[config.mk]
export PLATFORM = sky130hd
export DESIGN_NAME = debug_loader
export DESIGN_NICKNAME = d
export VERILOG_FILES = /design/src/rtl/debug_loader.sv
export SDC_FILE = /design/constraint.sdc
export NUM_CORES = 1
export LEC_CHECK = 0
export ABC_AREA = 1
export BUFFER_PORTS_ARGS = -buffer_cell sky130_fd_sc_hd__buf_4
export CORE_ASPECT_RATIO = 1.4
export CORE_UTILIZATION = 46
export DETAILED_ROUTE_END_ITERATION = 10
export PLACE_DENSITY = 0.7
export SLEW_MARGIN = 20
export SYNTH_ARGS = -nofsm -noshare
export SYNTH_HDL_FRONTEND = slang
export SYNTH_SLANG_ARGS = --single-unit
[constraint.sdc]
create_clock -name clk_i -period 3.6 [get_ports clk_i]
set_input_delay 0.18 -clock clk_i [delete_from_list [all_inputs] [get_ports clk_i]]
set_output_delay 0.18 -clock clk_i [all_outputs]
set_load 0.05 [all_outputs]
[src/rtl/debug_loader.sv]
// Debug loader: parses header/data command words from a debug port and writes
// them into the register file or data memory while holding the CPU.
module debug_loader #(
  parameter int MEM_WORDS = 128
) (
  input  logic        clk_i,
  input  logic        rst_i,
  input  logic        cmd_valid_i,
  input  logic [31:0] cmd_data_i,
  output logic        cmd_ready_o,
  output logic        reg_we_o,
  output logic [4:0]  reg_addr_o,
  output logic [31:0] reg_data_o,
  output logic        mem_we_o,
  output logic [31:0] mem_addr_o,
  output logic [31:0] mem_data_o,
  output logic        cpu_hold_o,
  output logic        done_o,
  output logic        err_o
);

  // state | meaning
  // IDLE  | waiting for a header word
  // DATA  | streaming N data words to the latched target
  // DONE  | load finished, CPU released (sticky)
  // ERR   | bad header seen, CPU held (sticky)
  typedef enum logic [1:0] {IDLE, DATA, DONE, ERR} state_t;

  localparam logic [16:0] MEM_LIMIT = 17'(MEM_WORDS);

  state_t      state;
  logic [7:0]  count;
  logic [15:0] index;
  logic        tgt_mem;

  logic        accept;
  logic [1:0]  h_tgt;
  logic [7:0]  h_n;
  logic [15:0] h_s;
  logic [16:0] h_end;
  logic        h_range_ok;

  assign accept     = cmd_valid_i & cmd_ready_o;
  assign h_tgt      = cmd_data_i[31:30];
  assign h_n        = cmd_data_i[23:16];
  assign h_s        = cmd_data_i[15:0];
  assign h_end      = {1'b0, h_s} + {9'b0, h_n};
  assign h_range_ok = h_tgt[0] ? (h_end <= MEM_LIMIT) : (h_end <= 17'd32);

  always_ff @(posedge clk_i or posedge rst_i) begin
    if (rst_i) begin
      state       <= IDLE;
      count       <= '0;
      index       <= '0;
      tgt_mem     <= 1'b0;
      cmd_ready_o <= 1'b0;
      reg_we_o    <= 1'b0;
      reg_addr_o  <= '0;
      reg_data_o  <= '0;
      mem_we_o    <= 1'b0;
      mem_addr_o  <= '0;
      mem_data_o  <= '0;
      cpu_hold_o  <= 1'b1;
      done_o      <= 1'b0;
      err_o       <= 1'b0;
    end else begin
      reg_we_o <= 1'b0;
      mem_we_o <= 1'b0;
      case (state)
        IDLE: begin
          cmd_ready_o <= 1'b1;
          if (accept) begin
            if (h_tgt == 2'b11) begin
              state       <= DONE;
              cmd_ready_o <= 1'b0;
              done_o      <= 1'b1;
              cpu_hold_o  <= 1'b0;
            end else if (h_tgt == 2'b10 || h_n == 8'd0 || !h_range_ok) begin
              state       <= ERR;
              cmd_ready_o <= 1'b0;
              err_o       <= 1'b1;
            end else begin
              state   <= DATA;
              count   <= h_n;
              index   <= h_s;
              tgt_mem <= h_tgt[0];
            end
          end
        end
        DATA: begin
          cmd_ready_o <= 1'b1;
          if (accept) begin
            if (tgt_mem) begin
              mem_we_o   <= 1'b1;
              mem_addr_o <= {14'b0, index, 2'b00};
              mem_data_o <= cmd_data_i;
            end else begin
              // r0 is hardwired zero: consume the word but never write it
              reg_we_o   <= (index != 16'd0);
              reg_addr_o <= index[4:0];
              reg_data_o <= cmd_data_i;
            end
            index <= index + 16'd1;
            count <= count - 8'd1;
            if (count == 8'd1) state <= IDLE;
          end
        end
        DONE, ERR: cmd_ready_o <= 1'b0;
        default: state <= IDLE;
      endcase
    end
  end

endmodule
Word level (Yosys, flattened, before mapping)
Index checks and enable logic that the tools add are counted.
- add/sub/neg operators: 3
- multipliers: 0
- divide/modulo/power cells: 0
- $lt $le $gt $ge: 2
- eq/ne operators: 11
- shift operators: 0
- multiplexer cells: 27
- bitwise gates (word level): 4
- reduce and logical (&&, ||, !) cells: 15
- operators with widths (kind ; number):
    16-bit 2-to-1 mux ; 4
    8-bit 2-to-1 mux ; 4
    16-bit case mux with 2 select lines ; 1
    16-bit by 8-bit adder with 17-bit output ; 1
    17-bit by 6-bit <= comparator with 1-bit output (second input constant) ; 1
    17-bit by 8-bit <= comparator with 1-bit output (second input constant) ; 1
    16-bit by 1-bit adder with 16-bit output (second input constant) ; 1
    8-bit case mux with 2 select lines ; 1
    16-bit nonzero test ; 1
    4-bit AND reduction ; 3
    1-bit 2-to-1 mux ; 10
    2-bit 2-to-1 mux ; 5
    2-bit inequality test (second input constant) ; 5
    3-bit AND reduction ; 3
    2-bit equality test (second input constant) ; 4
    8-bit by 1-bit equality test with 1-bit output (second input constant) ; 1
    8-bit zero test ; 1
    8-bit by 1-bit subtractor with 8-bit output (second input constant) ; 1
    5-bit AND reduction ; 1
    2-bit case mux with 2 select lines ; 1
    1-bit inverter ; 3
    1-bit case mux with 3 select lines ; 1
    2-bit by 1-bit equality test with 1-bit output (second input constant) ; 1
    2-bit zero test ; 1
    other kinds (5) ; 6
- flip-flop bits (word level): 118
- latch bits: 0
- memory bits (writable): 0
- bits in read-only memories: 0
- input port bits: 35
- logic and storage cells: 76
- memories kept: 0

Longest topological paths before layout
- depth after elaboration: 9
- gate-level depth with buffers: 19
- mapped depth without buffers: 18

Least setup slack after synthesis
OpenSTA, ideal clock, no wires.
- path kind: input -> register
- from: input port cmd_data_i[0]
- to: register count[0]
- arrival: 2.118 ns
- setup slack: 1.365 ns
- stages on the path: 18
- buffers on the path: 1
- path through: ha_1 inv_1 fa_1 inv_1 nand3_1 nand2_1 nand2_1 nand2_2 nand2_1 nand2_1 nand3_1 nor2_2 nand3_2 nor2_4 nand4_4 buf_2 nand3_1 nand2_1
- cells in the longest elaborated chain, start to end: 7
- ends and longest elaborated chain (item ; RTL line ; source):
    from (decl) ; 9 ; input logic [31:0] cmd_data_i,
    16-bit by 8-bit adder with 17-bit output (*) ; 47 ; assign h_end = {1'b0, h_s} + {9'b0, h_n};
    17-bit by 6-bit <= comparator with 1-bit output or 17-bit by 8-bit <= comparator with 1-bit output (tied branches) ; 48 ; assign h_range_ok = h_tgt[0] ? (h_end <= MEM_LIMIT) : (h_end <= 17'd32);
    1-bit 2-to-1 mux (*) ; 48 ;
    1-bit zero test (*) ; 78 ; end else if (h_tgt == 2'b10 || h_n == 8'd0 || !h_range_ok) begin
    1-bit logical OR (*) ; 78 ;
    2-bit inequality test (no line) (*) ; - ;
    5-bit AND reduction (no line) (*) ; - ;
    to (signal assigned) ; 84 ; count <= h_n;
    to (signal assigned) ; 104 ; count <= count - 8'd1;
    to (decl) ; 32 ; logic [7:0] count;
Mark *: on every way between the ends. The rest lies on a longest branch, timed or not.
A chain may end at the register's enable or synchronous reset.

Final worst setup path
- from: register state[1]
- to: register mem_data_o[16]
- cells in the longest elaborated chain, start to end: 2
- ends and longest elaborated chain (item ; RTL line ; source):
    from (decl) ; 31 ; state_t state;
    from (signal assigned) ; 52 ; state <= IDLE;
    from (signal assigned) ; 74 ; state <= DONE;
    from (signal assigned) ; 79 ; state <= ERR;
    2-bit by 1-bit equality test with 1-bit output ; 69 ; case (state)
    3-bit AND reduction (no line) ; - ;
    to (signal assigned) ; 96 ; mem_data_o <= cmd_data_i;
    to (decl) ; 16 ; output logic [31:0] mem_data_o,
No other way between the ends.

==> metrics <==
DIE AREA 13,700 µm²; Post-synth EDFFs 0; Mapped Cells 790; clock slew at reported path FFs 0.06 ns; WL/cell 14.8 µm; RSZ-0062 raised after global routing false; DP HPWL 11.4 mm; crit path DAT 2.98 ns; worst hold margin -0.0187 ns; R2R Setup Slk 0.90 ns; design area 7720 µm²; number of setup buffers added after CTS 0; max cap viols 0; pin count of the biggest net entering global routing 78; Placeable Area around 13,000 µm²; Peak Freq 370 MHz; PwrDens about 840 nW/µm²; run status finished, violations left; Worst setup EP type register; Num CTS Buffers 17; commonest cells in the netlist 238 x nand2_1, 117 x dfrtp_1, 113 x o21ai_0; initial antenna violation count 0; Leakage 4.11 nW; fin crit share 75.1%; number of global-route vias before repair approximately 5,300; actual slew at the worst max-slew pin ~0.96 ns; drt drc 0; clock sinks about 120; row cnt 49; height of the chip 138 µm; GR Util met3 between 5 and 6%; Root Driver clkbuf_16; FFs w/ async S/R, synth 100%; Final Util 60.0%; global-route track usage on met2 40.3%; number of detailed-route iterations in the first pass 5; Critical R2R Launch state[1]; met1 Resource Use GR a little under a third; crit path launch type register; maximum fanout along the worst path 77; maximum clock path buffer count 2; Final Critical Period 2.70 ns; Placed Area 7100 µm²; kind of critical path register to register; RR Endpoint mem_data_o[16]; Synth Warn # 0; Fin Clk Skew roughly 0.0063 ns; first-pass GRT wire length 26.3 mm; Layout area overhead 26.8%; Reg2Reg Depth 9; Detail Route Antenna Nets 0; Initial Util 47.3%; Distinct cells, synth 34; Inserted Diodes 0; TritonCTS clock tree yes; hold_buf cts 0; Slew HR 36.0%; failing checks hold timing; post-synthesis sequential area ratio 48.5%; I/O Pins 142; Slew Viols, Final 0; GRT Util Overall 24.6%; gr ovfl total 0; via total after detailed routing 5,479; 1st-iter DRT viols between 300 and 400; clock latency on the worst-skew pair 0.41 ns; Mapped Area 6090 µm²; post-synth top area share 48.1%; port buffer count 125; CP Data Required Time 3.88 ns; depth of the CTS H-tree 4; fin nets approximately 960; Synth Register Bits 118; Vias/cell 5.09; top-count cell post-synth nand2_1; gr busiest metal met2; post-CTS resize count 0; Setup violations, final 0; Avg Inst Size Synth 7.71 µm²; Setup TNS 0 ns; Peak VDD IR 0.000363 V; share of cells above drive strength 1 19.9%; Final Hold Fails 10; ys flop type dfrtp_1; Synth area leader dfrtp_1; Worst Hold Class input port to async pin; final wirelength approximately 16 mm; routability congestion estimate 0.891; Die X-Extent 99.2 µm; largest cells by area after synthesis dfrtp_1 48%, nand2_1 15%, o21ai_0 9.3%, nand3_1 5.9%, inv_1 5.7%
cell type report:
class / instances / area [µm²]
inverter: 96 / 364
fill: 1222 / 5150
tap: 153 / 191
clock buffer: 23 / 498
sequential: 118 / 2950
multi-input combinational: 545 / 2580
timing repair buffer: 133 / 1010
clock inverter: 8 / 120
kinds of logic (layout without fill, tap and decap cells):
kind of cell / count (synthesis) / count (layout) / synth area share [%]
other cells: 1 / 16 / 0.0616
fa+ha+maj: 13 / 13 / 2.79
xor+xnor: 4 / 4 / 0.575
flops: 118 / 118 / 48.5
compound gates: 134 / 134 / 11.4
buf+inv: 142 / 260 / 10.1
simple gates: 378 / 378 / 26.5
metrics by stage:
stage          worst slack, ns  hold WS [ns]  power (mW)  instances
2_1_floorplan            0.293         0.339        3.94        805
3_3_place_gp             0.948         0.434        4.71       1045
3_5_place_dp             0.879         0.434        4.75       1045
4_1_cts                   1.01        0.0325        6.51       1076
5_1_grt                  0.627        0.0484        6.86       1076
6_report                 0.898       -0.0187        6.49       1076
report_power, final:
group | internal, mW | switching (mW) | leakage, nW
Clock | 1.17 | 0.580 | 0.301
Sequential | 1.74 | 0.308 | 1.53
Combinational | 0.777 | 1.91 | 2.28
worst max-delay path by stage:
| stage | startpoint | end | depth (start not counted) | slack [ns] |
|---|---|---|---|---|
| floorplan | rst_i | cmd_ready_o | 1 | 0.29 |
| global placement | cmd_data_i[0] | index[6] | 19 | 0.95 |
| detailed placement | cmd_data_i[0] | count[4] | 19 | 0.88 |
| CTS | cmd_ready_o | mem_data_o[16] | 10 | 1.01 |
| global route | state[1] | mem_data_o[21] | 9 | 0.63 |
| finish | state[1] | mem_data_o[16] | 9 | 0.90 |
state kept, by name (all words and copies together), names as in the netlist, 2 cells and up:
register and flops:
reg_addr_o 5, count 8, reg_data_o 32, mem_addr_o 16, mem_data_o 32, state 2, index 16
critical path: stages, from the launching register on:
cell and delay [ns]:
dfrtp_1 0.40, nor2_1 0.11, buf_4 0.16, nand2_1 0.05
buf_4 0.22, nor2_1 0.22, clkinv_2 0.74, buf_4 0.50
nand2_1 0.08, o21ai_0 0.08
layout by cell type (no fill, tap or decap), types with 9 or more instances in the layout:
cell / instances
inv_1: 90
buf_4: 132
nand3_1: 71
o21ai_0: 113
nand2_1: 238
dfrtp_1: 117
a21oi_1: 9
ha_1: 12
nand4_1: 11
clkbuf_16: 17
nor2_1: 36
conb_1: 16
per-layer routing:
layer  wire (µm)  share of wire [%]
met1        6770                 43
met5           0                  0
met2        7800                 49
met3         793                5.0
met4         553                3.5
(Power assumes the default switching activity.)
